===== config.mk =====
export PLATFORM = sky130hd
export DESIGN_NAME = reset_seq_ctrl
export DESIGN_NICKNAME = d
export VERILOG_FILES = /design/src/rtl/reset_seq_pkg.sv /design/src/rtl/reset_sync_nstage.sv /design/src/rtl/reset_seq_ctrl.sv
export SDC_FILE = /design/constraint.sdc
export NUM_CORES = 1
export LEC_CHECK = 0
export BUFFER_PORTS_ARGS = -buffer_cell sky130_fd_sc_hd__buf_2
export CAP_MARGIN = 10
export CORE_MARGIN = 2
export CORE_UTILIZATION = 60
export DETAILED_ROUTE_END_ITERATION = 8
export GPL_TIMING_DRIVEN = 0
export PLACE_DENSITY = 0.87
export SLEW_MARGIN = 20
export SYNTH_ARGS = -nofsm -noshare
export SYNTH_HDL_FRONTEND = slang
export SYNTH_SLANG_ARGS = --single-unit

===== constraint.sdc =====
create_clock -name clk -period 4.46 [get_ports clk]
set_input_delay 0.446 -clock clk [delete_from_list [all_inputs] [get_ports clk]]
set_output_delay 0.446 -clock clk [all_outputs]
set_load 0.1 [all_outputs]

===== src/rtl/reset_seq_pkg.sv =====
// Shared types and helpers for the reset sequencer and its synchroniser.
package reset_seq_pkg;

  typedef enum logic [2:0] {
    SYNC    = 3'd0,
    HOLD    = 3'd1,
    RELEASE = 3'd2,
    DONE    = 3'd3
  } state_e;

  // Counter width able to hold values 0..n-1, never narrower than one bit.
  function automatic int cnt_w(input int n);
    return (n <= 2) ? 1 : $clog2(n);
  endfunction

endpackage


===== src/rtl/reset_sync_nstage.sv =====
// Async-assert / sync-deassert reset synchroniser of STAGES flops.
// sync_n rises STAGES edges after async_reset_n deasserts; it falls immediately on assertion.
module reset_sync_nstage #(
  parameter int STAGES = 2
) (
  input  logic clk,
  input  logic async_reset_n,
  output logic sync_n
);

  logic [STAGES-1:0] sync_q;
  logic [STAGES-1:0] sync_d;

  always_comb begin
    sync_d = {sync_q[STAGES-2:0], 1'b1};
  end

  always_ff @(posedge clk or negedge async_reset_n) begin
    if (!async_reset_n) begin
      sync_q <= '0;
    end else begin
      sync_q <= sync_d;
    end
  end

  assign sync_n = sync_q[STAGES-1];

endmodule


===== src/rtl/reset_seq_ctrl.sv =====
// Reset sequencer: synchronised release, minimum hold, then in-order gated release of NUM_CH channels.
// ch0 rises MIN_HOLD edges after hold starts; later channels follow at REL_GAP spacing, stalling on rel_ready.
module reset_seq_ctrl
  import reset_seq_pkg::*;
#(
  parameter int SYNC_STAGES = 2,
  parameter int NUM_CH      = 4,
  parameter int MIN_HOLD    = 16,
  parameter int REL_GAP     = 4
) (
  input  logic              clk,
  input  logic              async_reset_n,
  input  logic              sw_rst_req,
  input  logic [NUM_CH-1:0] rel_ready,
  output logic [NUM_CH-1:0] ch_rst_n,
  output logic              busy,
  output logic              done,
  output logic [2:0]        state
);

  localparam int HW = cnt_w(MIN_HOLD + 1);
  localparam int GW = cnt_w(REL_GAP + 1);
  localparam int IW = cnt_w(NUM_CH);

  localparam logic [HW-1:0] HOLD_LOAD = HW'(MIN_HOLD - 1);
  localparam logic [GW-1:0] GAP_LOAD  = GW'(REL_GAP - 1);
  localparam logic [IW-1:0] IDX_LAST  = IW'(NUM_CH - 1);

  logic sync_n;

  state_e            state_q,    state_d;
  logic [HW-1:0]     hold_cnt_q, hold_cnt_d;
  logic [GW-1:0]     gap_cnt_q,  gap_cnt_d;
  logic [IW-1:0]     idx_q,      idx_d;
  logic [NUM_CH-1:0] ch_rst_n_q, ch_rst_n_d;
  logic              done_q,     done_d;
  logic              busy_q,     busy_d;
  logic              rel_step;

  reset_sync_nstage #(
    .STAGES (SYNC_STAGES)
  ) u_sync (
    .clk           (clk),
    .async_reset_n (async_reset_n),
    .sync_n        (sync_n)
  );

  always_comb begin
    state_d    = state_q;
    hold_cnt_d = hold_cnt_q;
    gap_cnt_d  = gap_cnt_q;
    idx_d      = idx_q;
    ch_rst_n_d = ch_rst_n_q;
    done_d     = done_q;
    busy_d     = busy_q;
    rel_step   = 1'b0;

    case (state_q)
      SYNC: begin
        if (sync_n) begin
          state_d    = HOLD;
          hold_cnt_d = HOLD_LOAD;
        end
      end
      HOLD: begin
        // The edge that finds the hold expired is also ch0's first release opportunity,
        // so ch0 rises exactly MIN_HOLD edges after the hold was loaded.
        if (hold_cnt_q != '0) begin
          hold_cnt_d = hold_cnt_q - 1'b1;
        end else begin
          state_d  = RELEASE;
          rel_step = 1'b1;
        end
      end
      RELEASE: rel_step = 1'b1;
      DONE:    ;
      default: state_d = SYNC;
    endcase

    if (rel_step) begin
      if (gap_cnt_q != '0) begin
        gap_cnt_d = gap_cnt_q - 1'b1;
      end else if (rel_ready[idx_q]) begin
        ch_rst_n_d[idx_q] = 1'b1;
        gap_cnt_d         = GAP_LOAD;
        if (idx_q == IDX_LAST) begin
          done_d  = 1'b1;
          busy_d  = 1'b0;
          state_d = DONE;
        end else begin
          idx_d = idx_q + 1'b1;
        end
      end
    end

    // Software request overrides any release on the same edge.
    if (sw_rst_req && (state_q != SYNC)) begin
      state_d    = HOLD;
      hold_cnt_d = HOLD_LOAD;
      gap_cnt_d  = '0;
      idx_d      = '0;
      ch_rst_n_d = '0;
      done_d     = 1'b0;
      busy_d     = 1'b1;
    end
  end

  always_ff @(posedge clk or negedge async_reset_n) begin
    if (!async_reset_n) begin
      state_q    <= SYNC;
      hold_cnt_q <= '0;
      gap_cnt_q  <= '0;
      idx_q      <= '0;
      ch_rst_n_q <= '0;
      done_q     <= 1'b0;
      busy_q     <= 1'b1;
    end else begin
      state_q    <= state_d;
      hold_cnt_q <= hold_cnt_d;
      gap_cnt_q  <= gap_cnt_d;
      idx_q      <= idx_d;
      ch_rst_n_q <= ch_rst_n_d;
      done_q     <= done_d;
      busy_q     <= busy_d;
    end
  end

  assign ch_rst_n = ch_rst_n_q;
  assign done     = done_q;
  assign busy     = busy_q;
  assign state    = state_q;

endmodule


# Word-level counts from Yosys, hierarchy flattened
# Index checks and enable logic that the tools add are counted.
# word_totals
out_inout_bits	9
regBits	21
word_cells	80
input_bits	7
# op_classes
reduce_logical	17
mux	41
bitwise_logic	1
n_addsub	3
n_lt_le_gt_ge	2
eq_ne	8
# op_table
operator	count
2-to-1 mux 3 bit	11
2-to-1 mux 4 bit	4
2-to-1 mux 5 bit	3
2-to-1 mux 1 bit	13
nonzero test 3 bit	4
2-to-1 mux 2 bit	5
case mux 5 bit (2 select lines)	1
case mux 3 bit (3 select lines)	1
AND reduction 4 bit	2
== test 3 x 2 -> 1 bit (second input constant)	2
AND reduction 3 bit	2
nonzero test 2 bit	3
nonzero test 5 bit	1
subtractor 5 x 1 -> 5 bit (second input constant)	1
inequality test 2 x 1 -> 1 bit (second input constant)	2
OR 4 bit	1
== test 3 x 1 -> 1 bit (second input constant)	1
zero test 3 bit	1
< comparator 2 x 3 -> 1 bit (second input constant)	1
inequality test 3 x 2 -> 1 bit (second input constant)	1
inequality test 3 bit (second input constant)	1
subtractor 3 x 1 -> 3 bit (second input constant)	1
adder 2 x 1 -> 2 bit (second input constant)	1
binary-select mux 1 bit (select 2 bit)	1
other kinds (7)	8

# Longest topological paths before layout
# depth
ltp_word	9
depth_mapped	6
ltp_nobuf	6

# By module
# Synthesis repeated with hierarchy kept, for this count alone.
# hier_totals
cells_unflattened	106
hier_area_um2	1103.6
# modules_own_cells
module	area_per_inst_um2	cells_each	n_inst
reset_seq_ctrl	1049.8	103	1
reset_sync_nstage	53.8	3	1

# Least setup slack after synthesis
# Ideal clock, no wire load.
# synth_timing
path_kind	register to register
startpoint	reg state_q[0], in the netlist state[0]
endpoint	reg gap_cnt_q[2]
arrival_ps	2279
stages_incl_launch_ff	5
setup_ps	78
n_path_buf	0
slack_ps	2103
path_cell_list	dfrtp_1 > nand3b_1 > o32a_1 > or4_1 > a21oi_1
# synth_via
elab_chain_len	4
# synth_rtl
element	line	rtl
start, declared	reset_seq_ctrl.sv:31	state_e state_q, state_d;
start signal, assigned	reset_seq_ctrl.sv:118	state_q <= state_d;
== test 3 x 2 -> 1 bit (tied with other cells)	reset_seq_ctrl.sv:58	case (state_q)
case mux 1 bit (2 select lines) or logical AND 1 bit (tied branches)	reset_seq_ctrl.sv:58, reset_seq_ctrl.sv:97	
nonzero test 2 bit (no line) or nonzero test 3 bit (tied branches)	n/a	
AND reduction 2 bit (no line)	n/a	
end signal, assigned	reset_seq_ctrl.sv:120	gap_cnt_q <= gap_cnt_d;
end, declared	reset_seq_ctrl.sv:33	logic [GW-1:0] gap_cnt_q, gap_cnt_d;
# Several ways; a longest one is shown, not always the timed one.
# A chain may end at the register's enable or synchronous reset.

# Final worst setup path
# layout_timing
startpoint	reg hold_cnt_q[0]
endpoint	reg ch_rst_n_q[3], in the netlist ch_rst_n[3]
# layout_via
elab_chain_len	5
# layout_rtl
element	line	rtl
start, declared	reset_seq_ctrl.sv:32	logic [HW-1:0] hold_cnt_q, hold_cnt_d;
start signal, assigned	reset_seq_ctrl.sv:119	hold_cnt_q <= hold_cnt_d;
nonzero test 5 bit	reset_seq_ctrl.sv:68	if (hold_cnt_q != '0) begin
2-to-1 mux 1 bit	reset_seq_ctrl.sv:68	
case mux 1 bit (2 select lines)	reset_seq_ctrl.sv:58	
nonzero test 2 bit (no line)	n/a	
AND reduction 3 bit (no line)	n/a	
end signal, assigned	reset_seq_ctrl.sv:122	ch_rst_n_q <= ch_rst_n_d;
end, declared	reset_seq_ctrl.sv:35	logic [NUM_CH-1:0] ch_rst_n_q, ch_rst_n_d;
# No other way between the ends.

==> summary.md <==
| Metric | Value |
|---|---|
| Status | finished, final reports clean |
| CTS tree | built |
| Layout area overhead | 11.4% |
| Slew Limit Fails | 0 |
| Port bufs | 15 |
| Async SR Flop Fraction | 1.00 |
| Sequential area share after synthesis | 0.452 |
| Clk pwr share | 0.282 |
| Worst Slack Setup Final | 2.55 ns |
| Maximum root-to-sink buffer count | 2 |
| Critical path class | register to register |
| Hold Vio Cnt, Final | 0 |
| Placed cell area | 1270 sq um |
| DR vias/cell | 5.71 |
| P_int | 240 uW |
| Clk sinks | 21 |
| Final min period | 1.91 ns |
| Worst Setup SP | hold_cnt_q[0] |
| Primary FF master, synth | dfrtp_1 |
| CP startpoint kind | register |
| Io pins | 16 |
| Post-route ant nets | 0 |
| Worst path slowest cell | o32ai_4 |
| Diodes inserted | 0 |
| Switching Share | 0.268 |
| Fillcell total | 122 |
| Pwr Density | 253 nW/um^2 |
| Post-Route WL | 2260 microns |
| Placer Congestion | 0.735 |
| Row count | 15 |
| Post-synth top area share | 0.430 |
| Total track usage | 0.242 |
| RSZ-0062 raised after global routing | false |
| Most common cell in the synthesized netlist | dfrtp_1 |
| Antenna violations before repair | 0 |
| GRT Residual Overflow | 0 |
| Unique masters post-synth | 41 |
| Reg-to-Reg Start | hold_cnt_q[0] |
| Wire length per cell | 14.6 microns |
| Largest net degree at the start of global routing | 22 |
| FF+latch area | 527 sq um |
| Cell taking the most area after synthesis | dfrtp_1 |
| Die ar. | 2310 sq um |
| Vias in the first global route | 843 |
| Ranking of synthesized cells by area | dfrtp_1 (43%), ha_1 (8.6%), inv_1 (3.5%) |
| #FFs+latches synth | 21 |
| YS warnings | 0 |
| Sequential power share | 0.600 |
| Starting density of the core | 0.653 |
| CP Cell Sequence | inv_1 > ha_1 > nand3b_1 > o32ai_4 > nand3_1 > a21oi_1 |
| CP endpoint kind | register |
| Most frequent cells after synthesis | dfrtp_1 (20), inv_1 (11), ha_1 (8), nor2_1 (8), a21oi_1 (5) |
| HP Class | input pin to asynchronous set/reset pin |
| Gate power share | 0.118 |
| Share of cells above drive strength 1 | 0.223 |
| Area of the multi-input gates | 566 sq um |
| Num CTS Buffers | 3 |
| Switching power | 87.9 uW |
| CP peak stage delay | 0.52 ns |
| First-pass GRT wire length | 3730 microns |
| Maximum VDD drop | 240 uV |
| Die H | 48.1 microns |
| Fin crit share | 0.429 |
| H-tree Lvls | 1 |
| Synth Cell Area | 1160 sq um |
| Layout net count | 146 |
| Cts repair resizes | 0 |
| EDFF count, synth | 0 |
| DPL Wire Length | 1750 microns |
| Drt pass-1 iters | 4 |
| Synthesized area per cell | 10.5 sq um |
| CP Data Required Time | 4.70 ns |
| Worst-skew pair later-pin latency | 0.31 ns |
| Setup TNS Final | 0 ns |
| Placed Cells incl. Taps | 151 |
| Mapped Nets | 126 |
| Post-Place Setup Slack | 2.55 ns |
| DR DRC count | 0 |
| # setup viols final | 0 |
| Via count | 885 |
| Die width | 48.1 microns |
| Core area | 1780 sq um |
| DR iter-0 viols | 9 |
| Post-CTS Setup Bufs | 0 |
| Critical Path AT | 2.15 ns |
| Final instance area | 1300 sq um |
| Fmax | 523 MHz |
| CTS clk-pin slew, worst paths | 0.11 ns |
| Mapped Cells | 111 |
| Hold_buf cts | 0 |
| Max_cap viols | 0 |
| Worst Skew | 0.00115 ns |
| Worst-path maximum fanout | 10 |
| P_leak | 0.598 nW |
| Clock Tree Root | clkbuf_4 |
| Post-Layout Cell Count | 155 |
==> power groups by stage <==
stage / clock network [mW] / logic (mW) / registers [mW]
floorplan: 0 / 0.0182 / 0.208
global placement: 0 / 0.0372 / 0.200
detailed placement: 0 / 0.0384 / 0.201
CTS: 0.0916 / 0.0385 / 0.197
global route: 0.103 / 0.0423 / 0.198
finish: 0.0926 / 0.0386 / 0.197
==> metrics by stage <==
step / power (mW) / util / hold WS, ns
after global placement: 0.238 / 0.713 / 0.337
after floorplan: 0.227 / - / 0.150
after CTS: 0.327 / 0.728 / 0.0841
final: 0.328 / 0.728 / 0.0677
after global routing: 0.343 / 0.728 / 0.0944
after detailed placement: 0.239 / 0.713 / 0.340
==> final timing paths <==
check | endpoint | slack [ns] | depth (start not counted)
worst min-delay path | gap_cnt_q[2] | 0.07 | 1
worst max-delay path | ch_rst_n[3] | 2.55 | 6
min in group clk | u_sync.sync_q[1] | 0.36 | 0
max in group asynchronous | busy | 4.05 | 1
worst max register to register | ch_rst_n[3] | 2.55 | 6
worst min register to register | u_sync.sync_q[1] | 0.36 | 0
==> cells in the final DEF, fill, tap and decap left out, drive strengths merged, types with 3 or more instances in the layout <==
master / count
clkbuf: 5
buf: 18
nor2: 8
nand3b: 3
nor3: 4
ha: 8
nand2: 4
nand2b: 3
a31oi: 4
dfrtp: 20
inv: 11
o31ai: 3
a21oi: 5
o21ai: 3
==> state kept, by name, indices dropped and copies added, names as in the netlist <==
register and count:
busy 1, state 3, u_sync.sync_q 2, done 1, gap_cnt_q 3, ch_rst_n 4
idx_q 2, hold_cnt_q 5
==> per-layer routing <==
metal | routed length (microns) | GRT usage
met1 | 1040 | 0.318
met2 | 1100 | 0.400
met3 | 96 | 0.0604
met4 | 29 | 0.0649
met5 | 0 | 0
==> area by class of cell <==
cell class	count	area share
sequential	21	0.406
multi-input combinational	75	0.436
timing repair buffer	15	0.0579
buffer	4	0.0241
inverter	11	0.0318
tap	25	0.0241
clock buffer	4	0.0203
==> critical path: cells and delay by family (launching register included) <==
family | cells | cell delay, ns
compound gates | 2 | 0.73
simple gates | 2 | 0.45
flops | 1 | 0.42
fa+ha+maj | 1 | 0.15
buf+inv | 1 | 0.09
==> cells by family (layout without fill, tap and decap cells) <==
group / after synthesis / count (layout) / synth area share
AO/OA/AOI/OAI: 26 / 26 / 0.178
flip-flops: 21 / 21 / 0.452
AND/OR/NAND/NOR: 35 / 35 / 0.168
buffers and inverters: 15 / 34 / 0.0623
other: 2 / 2 / 0.00645
adder cells (fa/ha/maj): 8 / 8 / 0.0859
multiplexers: 4 / 4 / 0.0473
No activity file was read; power rests on OpenSTA's default activity.
